File: src/rtl/sumsq_feed_pkg.sv
// Shared types and constants for the sum-of-squares feeder and the square-root unit it drives.
package sumsq_feed_pkg;

    localparam int unsigned SUM_W    = 32;
    localparam int unsigned IN_W_DEF = 16;

    typedef enum logic [1:0] {
        IDLE,
        SQX,
        SQY,
        ISSUE
    } state_t;

endpackage

File: src/rtl/sumsq_feed_if.sv
// Vector-in / operand-out handshake bundle between the requester, sumsq_feed and the square-root unit.
interface sumsq_feed_if
    import sumsq_feed_pkg::*;
#(
    parameter int unsigned IN_W = IN_W_DEF
) ();

    logic                   start_i;
    logic signed [IN_W-1:0] x_i;
    logic signed [IN_W-1:0] y_i;
    logic                   busy_o;
    logic [SUM_W-1:0]       sum_o;
    logic                   sqrt_start_o;
    logic [SUM_W-1:0]       sqrt_a_o;
    logic                   sqrt_busy_i;

    modport slave (
        input  start_i, x_i, y_i, sqrt_busy_i,
        output busy_o, sum_o, sqrt_start_o, sqrt_a_o
    );

    modport master (
        output start_i, x_i, y_i, sqrt_busy_i,
        input  busy_o, sum_o, sqrt_start_o, sqrt_a_o
    );

endinterface

File: src/rtl/sumsq_mac_step.sv
// One step of a shift-add multiplier: adds mcand << cnt into acc when the multiplier bit is set.
module sumsq_mac_step
    import sumsq_feed_pkg::*;
#(
    parameter int unsigned IN_W  = IN_W_DEF,
    parameter int unsigned CNT_W = 4
) (
    input  logic [SUM_W-1:0] i_acc,
    input  logic [IN_W-1:0]  i_mcand,
    input  logic             i_bit,
    input  logic [CNT_W-1:0] i_cnt,
    output logic [SUM_W-1:0] o_acc
);

    logic [SUM_W-1:0] w_part;

    assign w_part = SUM_W'(i_mcand) << i_cnt;
    assign o_acc  = i_bit ? (i_acc + w_part) : i_acc;

endmodule

File: src/rtl/sumsq_feed.sv
// Computes x^2 + y^2 with a bit-serial shift-add multiplier and issues the sum to the square-root unit.
module sumsq_feed
    import sumsq_feed_pkg::*;
#(
    parameter int unsigned IN_W = IN_W_DEF
) (
    input  logic        clk_i,
    input  logic        rst_i,
    sumsq_feed_if.slave bus
);

    localparam int unsigned CNT_W = (IN_W > 1) ? $clog2(IN_W) : 1;
    localparam logic [CNT_W-1:0] CNT_LAST = CNT_W'(IN_W - 1);

    state_t           r_state, w_state_nx;
    logic [CNT_W-1:0] r_cnt, w_cnt_nx;
    logic [SUM_W-1:0] r_acc, w_acc_nx;
    logic [IN_W-1:0]  r_magx, w_magx_nx;
    logic [IN_W-1:0]  r_magy, w_magy_nx;
    logic [SUM_W-1:0] r_sum, w_sum_nx;
    logic             r_busy;

    logic [IN_W-1:0]  w_xabs, w_yabs;
    logic [IN_W-1:0]  w_mcand;
    logic             w_mbit;
    logic [SUM_W-1:0] w_acc_step;

    // Two's-complement magnitude; the most negative value maps to 2^(IN_W-1) exactly.
    assign w_xabs = bus.x_i[IN_W-1] ? IN_W'(~bus.x_i + IN_W'(1)) : IN_W'(bus.x_i);
    assign w_yabs = bus.y_i[IN_W-1] ? IN_W'(~bus.y_i + IN_W'(1)) : IN_W'(bus.y_i);

    assign w_mcand = (r_state == SQY) ? r_magy : r_magx;
    assign w_mbit  = w_mcand[r_cnt];

    sumsq_mac_step #(
        .IN_W  (IN_W),
        .CNT_W (CNT_W)
    ) u_mac_step (
        .i_acc   (r_acc),
        .i_mcand (w_mcand),
        .i_bit   (w_mbit),
        .i_cnt   (r_cnt),
        .o_acc   (w_acc_step)
    );

    always_comb begin
        w_state_nx = r_state;
        w_cnt_nx   = r_cnt;
        w_acc_nx   = r_acc;
        w_magx_nx  = r_magx;
        w_magy_nx  = r_magy;
        w_sum_nx   = r_sum;
        case (r_state)
            IDLE: begin
                if (bus.start_i && !r_busy) begin
                    w_magx_nx  = w_xabs;
                    w_magy_nx  = w_yabs;
                    w_acc_nx   = '0;
                    w_cnt_nx   = '0;
                    w_state_nx = SQX;
                end
            end
            SQX: begin
                w_acc_nx = w_acc_step;
                if (r_cnt == CNT_LAST) begin
                    w_cnt_nx   = '0;
                    w_state_nx = SQY;
                end else begin
                    w_cnt_nx = r_cnt + CNT_W'(1);
                end
            end
            SQY: begin
                w_acc_nx = w_acc_step;
                if (r_cnt == CNT_LAST) begin
                    w_cnt_nx   = '0;
                    w_sum_nx   = w_acc_step;
                    w_state_nx = ISSUE;
                end else begin
                    w_cnt_nx = r_cnt + CNT_W'(1);
                end
            end
            ISSUE: begin
                if (!bus.sqrt_busy_i) begin
                    w_state_nx = IDLE;
                end
            end
            default: w_state_nx = IDLE;
        endcase
    end

    always_ff @(posedge clk_i or posedge rst_i) begin
        if (rst_i) begin
            r_state <= IDLE;
            r_cnt   <= '0;
            r_acc   <= '0;
            r_magx  <= '0;
            r_magy  <= '0;
            r_sum   <= '0;
            r_busy  <= 1'b0;
        end else begin
            r_state <= w_state_nx;
            r_cnt   <= w_cnt_nx;
            r_acc   <= w_acc_nx;
            r_magx  <= w_magx_nx;
            r_magy  <= w_magy_nx;
            r_sum   <= w_sum_nx;
            r_busy  <= (w_state_nx != IDLE);
        end
    end

    assign bus.busy_o       = r_busy;
    assign bus.sum_o        = r_sum;
    assign bus.sqrt_a_o     = r_sum;
    assign bus.sqrt_start_o = (r_state == ISSUE) && !bus.sqrt_busy_i;

endmodule

File: src/flat_wrapper.sv
// flat-port wrapper written by rule: the top's interface ports become plain ports
module sumsq_feed_flat import sumsq_feed_pkg::*;
#(
    parameter int unsigned IN_W = IN_W_DEF
)
  (clk_i, rst_i, bus_start_i, bus_x_i, bus_y_i, bus_sqrt_busy_i, bus_busy_o, bus_sum_o, bus_sqrt_start_o, bus_sqrt_a_o);
  sumsq_feed_if #(.IN_W(IN_W)) bus_i ();
  input  logic clk_i;
  input  logic rst_i;
  input wire logic [$bits(bus_i.start_i)-1:0] bus_start_i;
  input wire logic [$bits(bus_i.x_i)-1:0] bus_x_i;
  input wire logic [$bits(bus_i.y_i)-1:0] bus_y_i;
  input wire logic [$bits(bus_i.sqrt_busy_i)-1:0] bus_sqrt_busy_i;
  output wire logic [$bits(bus_i.busy_o)-1:0] bus_busy_o;
  output wire logic [$bits(bus_i.sum_o)-1:0] bus_sum_o;
  output wire logic [$bits(bus_i.sqrt_start_o)-1:0] bus_sqrt_start_o;
  output wire logic [$bits(bus_i.sqrt_a_o)-1:0] bus_sqrt_a_o;
  assign bus_i.start_i = bus_start_i;
  assign bus_i.x_i = bus_x_i;
  assign bus_i.y_i = bus_y_i;
  assign bus_i.sqrt_busy_i = bus_sqrt_busy_i;
  assign bus_busy_o = bus_i.busy_o;
  assign bus_sum_o = bus_i.sum_o;
  assign bus_sqrt_start_o = bus_i.sqrt_start_o;
  assign bus_sqrt_a_o = bus_i.sqrt_a_o;
  sumsq_feed #(.IN_W(IN_W)) u_core (.clk_i(clk_i), .rst_i(rst_i), .bus(bus_i));
endmodule
File: config.mk
export PLATFORM = sky130hd
export DESIGN_NAME = sumsq_feed_flat
export DESIGN_NICKNAME = d
export VERILOG_FILES = /design/src/rtl/sumsq_feed_pkg.sv /design/src/rtl/sumsq_feed_if.sv /design/src/rtl/sumsq_mac_step.sv /design/src/rtl/sumsq_feed.sv /design/src/flat_wrapper.sv
export SDC_FILE = /design/constraint.sdc
export NUM_CORES = 1
export LEC_CHECK = 0
export CAP_MARGIN = 10
export CORE_UTILIZATION = 51
export CTS_CLUSTER_DIAMETER = 120
export DETAILED_ROUTE_END_ITERATION = 7
export GPL_ROUTABILITY_DRIVEN = 1
export GPL_TIMING_DRIVEN = 0
export PLACE_DENSITY_LB_ADDON = 0.3
export SLEW_MARGIN = 20
export SYNTH_ARGS = -nofsm -noshare
export SYNTH_HDL_FRONTEND = slang
export SYNTH_SLANG_ARGS = --single-unit
export TNS_END_PERCENT = 100
File: constraint.sdc
create_clock -name clk_i -period 4.2 [get_ports clk_i]
set_input_delay 0.84 -clock clk_i [delete_from_list [all_inputs] [get_ports clk_i]]
set_output_delay 0.84 -clock clk_i [all_outputs]
set_load 0.005 [all_outputs]
==> results of run 1 <==
==> worst min-delay path, stage by stage (launching register included) <==
cell	delay (ns)
dfrtp_1	0.36
nand2_1	0.05
nand3_1	0.06
==> placed cells by master, fill, tap and decap left out, drive strengths merged, types with 8 or more instances in the layout <==
master	n
nand2	139
dfrtp	103
clkdlybuf4s50	101
buf	98
o21ai	84
nor2	71
clkbuf	40
ha	38
a21oi	37
mux2i	31
xor2	30
xnor2	24
nand3	23
mux4	23
a31oi	22
inv	19
a22o	17
nor3	15
nand2b	13
a22oi	13
a21o	11
or3	9
o22ai	9
mux2	9
nor2b	8
==> cell families after synthesis <==
kind of cell / count (synthesis)
and+or+nand+nor: 309
buffers and inverters: 102
muxes: 63
xor gates and xnor gates: 54
AOI/OAI and AO/OA: 244
DFF: 103
adders and majority gates: 39
==> power groups by stage <==
stage | clock (mW) | sequential, mW | combinational [mW]
after floorplan | 0 | 1.39 | 2.31
after global placement | 0 | 1.48 | 3.09
after detailed placement | 0 | 1.50 | 3.12
after CTS | 0.913 | 1.47 | 3.57
after global routing | 0.961 | 1.52 | 4.28
final | 0.912 | 1.49 | 4.00
==> repair_timing <==
action | CTS | global route
gates resized for setup | 69 | 58
setup buffers | 30 | 13
gates cloned | 1 | 0
pin swaps | 22 | 27
setup endpoints to repair | 42 | 30
==> per-stage QoR <==
step,instances,utilization [%]
6_report,1286,68.7
5_1_grt,1286,68.7
4_1_cts,1273,66.3
3_5_place_dp,1227,61.0
3_3_place_gp,1226,60.8
2_1_floorplan,914,-
==> per-layer routing <==
layer  GRT usage (%)  routed length, µm
met5               0                  0
met4            12.5                792
met3            4.65               1310
met2            50.4              11600
met1            39.5              10000
==> worst max path at each step <==
| stage | to | cells after the start | start |
|---|---|---|---|
| finish | u_core.r_acc[30]$_DFFE_PP0P_ | 20 | u_core.r_state[0]$_DFF_PP0_ |
| global route | u_core.bus.sqrt_a_o[16]$_DFFE_PP0P_ | 14 | u_core.r_cnt[2]$_DFFE_PP0P_ |
| CTS | u_core.r_acc[30]$_DFFE_PP0P_ | 19 | u_core.r_state[0]$_DFF_PP0_ |
| detailed placement | u_core.r_acc[30]$_DFFE_PP0P_ | 19 | u_core.r_state[0]$_DFF_PP0_ |
| global placement | u_core.r_acc[30]$_DFFE_PP0P_ | 19 | u_core.r_state[0]$_DFF_PP0_ |
| floorplan | u_core.r_acc[30]$_DFFE_PP0P_ | 18 | u_core.r_state[0]$_DFF_PP0_ |
==> cell usage after synthesis, types with 5 or more instances <==
cell type	instances	share of area, %
buf_2	7	0.44
mux4_2	23	6.5
nand3_1	23	1.4
inv_1	17	0.80
nand2b_1	13	1.0
buf_1	6	0.28
nor2b_1	8	0.63
o22ai_1	9	0.70
or3_1	9	0.70
a21oi_1	37	2.3
o21ai_0	68	4.3
mux2i_1	31	3.9
xnor2_1	24	2.6
o21ai_1	14	0.88
o21a_1	6	0.56
mux2_2	9	1.3
a21o_1	11	1.0
a31oi_1	22	1.7
nor4_1	5	0.39
and3_1	7	0.55
nor2_1	71	3.3
buf_4	37	3.5
xor2_1	30	3.3
nor3_1	14	0.88
clkbuf_1	30	1.4
a22oi_1	13	1.2
o211ai_1	6	0.56
a22o_1	17	1.9
ha_1	38	5.9
o41ai_1	7	0.77
nand2_1	138	6.5
dfrtp_1	103	32
o31ai_1	5	0.47
==> flip-flops by register name, summed over array words and instances, names as in the netlist <==
| name | flops |
|---|---|
| u_core.r_cnt | 4 |
| u_core.bus.busy_o | 1 |
| u_core.r_state | 2 |
| u_core.r_magx | 16 |
| u_core.bus.sqrt_a_o | 32 |
| u_core.r_acc | 32 |
| u_core.r_magy | 16 |
==> area by class of cell <==
| class | count | area (µm²) | area share (%) |
|---|---|---|---|
| Timing Repair Buffer | 146 | 1390 | 13.2 |
| Clock inverter | 5 | 82.6 | 0.788 |
| Tap cell | 211 | 264 | 2.52 |
| Inverter | 19 | 76.3 | 0.728 |
| Sequential cell | 103 | 2580 | 24.6 |
| Clock buffer | 10 | 229 | 2.18 |
| Buffer | 83 | 581 | 5.54 |
| Multi-Input combinational cell | 709 | 5280 | 50.4 |
==> out/metrics.csv, run 1 <==
stage,metric,value,unit
status,status,"complete, but fails checks",
status,violated checks,setup timing,
route,vias per inst,5.96,
worst_setup_path,crit-path leading delay family,compound AO/OA/AOI/OAI gates,
worst_setup_path,Buf/Inv on CP,4,
floorplanning,Placement Rows,45,
worst_setup_path,CP max stage cell,dfrtp_1,
sta,setup TNS,-0.182,ns
sta,relative slew slack,48.3,%
floorplanning,initial core utilization,52.4,%
worst_setup_path,CP Cell Sequence,"inv_2, ha_4, buf_8, buf_16, mux4_2, mux2i_1, nand2_1, o21ai_4, mux2i_2, ha_1, buf_6, a21oi_2, o21ai_1, a211oi_2, o221ai_2, a22o_1, a221oi_4, o21bai_1, mux2i_1, a221o_1",
placement,placed cell areas,0.00931,mm²
worst_setup_path,worst stage delay on the critical path,0.40,ns
route,drt pass-1 iters,5,
final_layout,final layout net count,1146,
logic_synthesis,simple logic cell fraction of the synthesized area,17.3,%
logic_synthesis,Adder-Cell Fraction of Synth Area,6.20,%
sta,Clock Skew,0.00632,ns
grt,vias in the first global route,7142,
sta,post-route setup slack,-0.0898,ns
placement,Port Buffers,101,
cts,Bufs on Longest Clock Path,2,
final_layout,fin area,0.0105,mm²
placement,Setup WS pre-CTS,-0.958,ns
grt,antenna violations before repair,0,
min_path,WHS Endpoint,u_core.bus.sqrt_a_o[26]$_DFFE_PP0P_,
worst_setup_path,RR Startpoint,u_core.r_state[0]$_DFF_PP0_,
cts,Clock Sinks,103,
worst_setup_path,reg2reg path depth,20,
worst_setup_path,CP required,4.44,ns
cts,clock-pin slew on the worst setup and hold paths,0.07,ns
sta,period utilization,102,%
grt,Tot GR Track Use,30.2,%
cts,Worst-Skew Late Latency,0.36,ns
power_and_ir_drop,clock share of power,14.2,%
worst_setup_path,r2r endpoint,u_core.r_acc[30]$_DFFE_PP0P_,
sta,Max Slew Vio Count,0,
logic_synthesis,synthesized cell area,0.00799,mm²
logic_synthesis,Mapped Nets,989,
sta,Least-Margin Pin Slew,0.768,ns
sta,Hold Fails Final Rpt,0,
route,"antenna viol nets, final",0,
sta,final setup fails,3,
min_path,Worst Hold Path Cells,2,
grt,largest net degree at the start of global routing,63,
worst_setup_path,Critical Path Most Common Cell,mux2i_1,
logic_synthesis,gate count after technology mapping,914,
route,via count,7665,
floorplanning,Die W,127,µm
cts,Root Buffer,clkbuf_16,
floorplanning,Die Span Y,127,µm
route,DRC,0,
sta,RSZ-0062 raised after global routing,yes,
placement,gpl congestion,0.984,
grt,total global routing overflow,0,
logic_synthesis,number of flops mapped to enable cells by yosys,0,
worst_setup_path,R2R setup slack,-0.09,ns
logic_synthesis,compound-gate portion of the synthesized area,19.7,%
logic_synthesis,syn avg cell area,8.74,µm²
power_and_ir_drop,Gate power share,62.4,%
power_and_ir_drop,sw power,2.94,mW
floorplanning,IO Count,102,
power_and_ir_drop,VDD IR max,0.346,mV
min_path,min-delay src,u_core.bus.sqrt_a_o[26]$_DFFE_PP0P_,
sta,min cycle time layout,4.29,ns
logic_synthesis,Synth Register Bits,103,
placement,Detailed Place HPWL,17.3,mm
final_layout,Fill cells,1200,
grt,first-pass GRT wire length,37.9,mm
logic_synthesis,YS warnings,0,
min_path,hold crit path type,reg -> reg,
logic_synthesis,Synth Area in XOR/XNOR,5.92,%
final_layout,share of cells above drive strength 1,20.9,%
power_and_ir_drop,Switching Share,46.0,%
route,drt first-iter violations,597,
cts,CTS Buf Count,9,
cts,CTS tree,done,
logic_synthesis,sequential share of the synthesized area,32.3,%
logic_synthesis,synth unique cells,69,
route,wire length per cell,18.5,µm
worst_setup_path,WS Path Type,reg -> reg,
logic_synthesis,largest family of logic cells by synthesized area,compound AO/OA/AOI/OAI gates,
power_and_ir_drop,Flop pwr share,23.3,%
route,drt total wl,23.8,mm
floorplanning,die area,0.0162,mm²
logic_synthesis,asr flop ratio synth,100,%
worst_setup_path,CP Launch Type,register,
cts,Post-CTS Hold Buffers,0,
power_and_ir_drop,PD cells,611,mW/mm²
logic_synthesis,top_reg_cell synth,dfrtp_1,
final_layout,area delta synth->final,31.2,%
sta,f_max,233,MHz
worst_setup_path,crit path capture type,register,
flow_run,MaxCap Viol Count,0,
final_layout,Inserted Diodes,0,
sta,final hold slack,0.504,ns
floorplanning,core area,0.0153,mm²
cts,H-tree depth,3,
logic_synthesis,mux share of post-synthesis cell area,11.6,%
power_and_ir_drop,Pleak,4.52,nW
power_and_ir_drop,P_int,3.46,mW
power_and_ir_drop,total chip power,6.40,mW
worst_setup_path,Critical Path Fanout Max,7,
worst_setup_path,WP data arrival,4.53,ns
(Power assumes the default switching activity.)
==> run 2: changes to the inputs <==
--- a/config.mk
+++ b/config.mk
@@ -9,10 +9,9 @@
 export CORE_UTILIZATION = 51
 export CTS_CLUSTER_DIAMETER = 120
 export DETAILED_ROUTE_END_ITERATION = 7
-export GPL_ROUTABILITY_DRIVEN = 1
 export GPL_TIMING_DRIVEN = 0
 export PLACE_DENSITY_LB_ADDON = 0.3
-export SLEW_MARGIN = 20
+export SKIP_LAST_GASP = 1
 export SYNTH_ARGS = -nofsm -noshare
 export SYNTH_HDL_FRONTEND = slang
 export SYNTH_SLANG_ARGS = --single-unit
==> run 2 against run 1 <==
The flow still finishes with violations (setup timing); worst hold slack is essentially flat; total power is essentially flat; sequential share of layout area is essentially flat; combinational power is essentially flat; clock power is essentially flat; die area is the same; largest cell class unchanged.
==> out/metrics.csv, run 2 (synthesis gave the netlist of run 1 again) <==
stage,metric,value,unit,change
cts,Bufs on Longest Clock Path,2,,unchanged
sta,RSZ-0062 raised after global routing,yes,,
min_path,min-delay src,u_core.bus.sqrt_a_o[26]$_DFFE_PP0P_,,
sta,min cycle time layout,4.29,ns,+0.00474 ns
cts,CTS tree,done,,
cts,H-tree depth,3,,unchanged
route,"antenna viol nets, final",0,,unchanged
final_layout,most frequent cells in the layout,"nand2_1 (135), clkdlybuf4s50_1 (101), dfrtp_1 (101)",,
worst_setup_path,reg2reg path depth,20,,unchanged
min_path,hold crit path type,reg -> reg,,
final_layout,share of cells above drive strength 1,20.9,%,unchanged
sta,period utilization,102,%,+0.11 points
floorplanning,IO Count,102,,unchanged
worst_setup_path,WS Path Type,reg -> reg,,
grt,vias in the first global route,7142,,unchanged
worst_setup_path,CP Launch Type,register,,
route,drt pass-1 iters,5,,unchanged
cts,Worst-Skew Late Latency,0.36,ns,about the same
power_and_ir_drop,total chip power,6.40,mW,about the same
worst_setup_path,crit path capture type,register,,
worst_setup_path,r2r endpoint,u_core.r_acc[30]$_DFFE_PP0P_,,
worst_setup_path,RR Startpoint,u_core.r_state[0]$_DFF_PP0_,,
grt,total global routing overflow,0,,unchanged
cts,Root Buffer,clkbuf_16,,
min_path,Worst Hold Path Cells,2,,unchanged
power_and_ir_drop,Pleak,4.52,nW,about the same
sta,final hold slack,0.504,ns,+0.0000610 ns
route,drt first-iter violations,594,,-0.50%
sta,Least-Margin Pin Slew,0.765,ns,-0.00348 ns
power_and_ir_drop,VDD IR max,0.344,mV,-0.34%
floorplanning,core area,0.0153,mm²,unchanged
final_layout,"commonest non-fill, non-tap cell in the layout",nand2_1,,
floorplanning,Placement Rows,45,,unchanged
sta,f_max,233,MHz,-0.11%
power_and_ir_drop,PD cells,610,mW/mm²,about the same
route,vias per inst,5.95,,-0.22%
sta,Hold Fails Final Rpt,0,,unchanged
route,DRC,0,,unchanged
status,violated checks,setup timing,,
sta,relative slew slack,48.5,%,+0.23 points
cts,CTS Buf Count,9,,unchanged
worst_setup_path,WP data arrival,4.54,ns,about the same
final_layout,"Core Util, Final",68.7,%,about the same
sta,final setup fails,3,,unchanged
placement,Setup WS pre-CTS,-0.958,ns,unchanged
sta,post-route setup slack,-0.0945,ns,-0.00474 ns
placement,gpl congestion,0.984,,unchanged
route,wire length per cell,18.4,µm,-0.22%
worst_setup_path,Critical Path Fanout Max,7,,unchanged
worst_setup_path,CP required,4.44,ns,about the same
floorplanning,die area,0.0162,mm²,unchanged
grt,largest net degree at the start of global routing,63,,unchanged
floorplanning,initial core utilization,52.4,%,unchanged
final_layout,final layout net count,1146,,unchanged
grt,first-pass GRT wire length,37.9,mm,about the same
flow_run,MaxCap Viol Count,0,,unchanged
placement,Port Buffers,101,,unchanged
final_layout,Inserted Diodes,0,,unchanged
sta,setup TNS,-0.181,ns,+0.000583 ns
sta,Max Slew Vio Count,0,,unchanged
cts,clock-pin slew on the worst setup and hold paths,0.07,ns,about the same
final_layout,area delta synth->final,31.2,%,about the same
cts,Clock Sinks,103,,unchanged
placement,Detailed Place HPWL,17.3,mm,about the same
status,status,"complete, but fails checks",,
worst_setup_path,R2R setup slack,-0.09,ns,about the same
floorplanning,Die Span Y,127,µm,unchanged
route,drt total wl,23.7,mm,-0.22%
grt,antenna violations before repair,0,,unchanged
min_path,WHS Endpoint,u_core.bus.sqrt_a_o[26]$_DFFE_PP0P_,,
grt,Tot GR Track Use,30.2,%,about the same
sta,Clock Skew,0.00639,ns,+0.0000767 ns
floorplanning,Die W,127,µm,unchanged
route,via count,7648,,-0.22%
-- run 2: cell counts in the layout (fill, tap and decap cells not counted) --
No cell type changed its count.
-- run 2: final cells by class --
| class | instances | area [µm²] |
|---|---|---|
| plain buffers | 83 | 581 |
| clock buffers | 10 | 229 |
| clock inverters | 5 | 82.6 |
| fillers | 1201 | 4780 |
| inverters | 19 | 73.8 |
| multi-input cells | 709 | 5280 |
| flip-flops and latches | 103 | 2580 |
| well taps | 211 | 264 |
| repair buffers | 146 | 1390 |
-- run 2: how the worst max path moves through the flow --
stage,cells past startpoint,from,slack [ns],endpoint
after floorplan,18,u_core.r_state[0]$_DFF_PP0_,0.02,u_core.r_acc[30]$_DFFE_PP0P_
after global placement,19,u_core.r_state[0]$_DFF_PP0_,-0.94,u_core.r_acc[30]$_DFFE_PP0P_
after detailed placement,19,u_core.r_state[0]$_DFF_PP0_,-0.96,u_core.r_acc[30]$_DFFE_PP0P_
after CTS,19,u_core.r_state[0]$_DFF_PP0_,-0.02,u_core.r_acc[30]$_DFFE_PP0P_
after global routing,14,u_core.r_cnt[2]$_DFFE_PP0P_,-0.22,u_core.bus.sqrt_a_o[16]$_DFFE_PP0P_
final,20,u_core.r_state[0]$_DFF_PP0_,-0.09,u_core.r_acc[30]$_DFFE_PP0P_
-- run 2: metal layers --
metal  vias to the layer above  track usage (%)  wire length [µm]  share of wire [%]
met5                         -                0                 0                  0
met4                         0             12.5               818                3.5
met3                        68             4.65              1320                5.6
met2                       322             50.3             11600                 49
met1                      3664             39.5              9980                 42
li1                       3594                -                 -                  -
-- run 2: worst max-delay path, cell delays in order, from the launching register on --
cell and delay (ns):
dfrtp_1 0.40, inv_2 0.09, ha_4 0.16, buf_8 0.14, buf_16 0.12, mux4_2 0.33, mux2i_1 0.27, nand2_1 0.14
o21ai_4 0.11, mux2i_2 0.12, ha_1 0.31, buf_6 0.14, a21oi_2 0.14, o21ai_1 0.09, a211oi_2 0.28, o221ai_2 0.13
a22o_1 0.31, a221oi_4 0.28, o21bai_1 0.14, mux2i_1 0.15, a221o_1 0.31
-- run 2: what timing repair did --
action / CTS / global route
hold buffers: 0 / 0
endpoints found under the setup margin: 42 / 30
buffers inserted: 30 / 13
cloned: 1 / 0
resized for setup: 69 / 58
pin swaps: 22 / 27
-- run 2: through the flow --
| stage | instance area [µm²] | std cells |
|---|---|---|
| 3_5_place_dp | 9300 | 1227 |
| 2_1_floorplan | 8000 | 914 |
| 4_1_cts | 10100 | 1273 |
| 5_1_grt | 10500 | 1286 |
| 3_3_place_gp | 9270 | 1226 |
| 6_report | 10500 | 1286 |
-- run 2: where the power goes --
group          switching, mW  internal [mW]
sequential             0.272           1.22
combinational           2.27           1.72
clock                  0.390          0.522
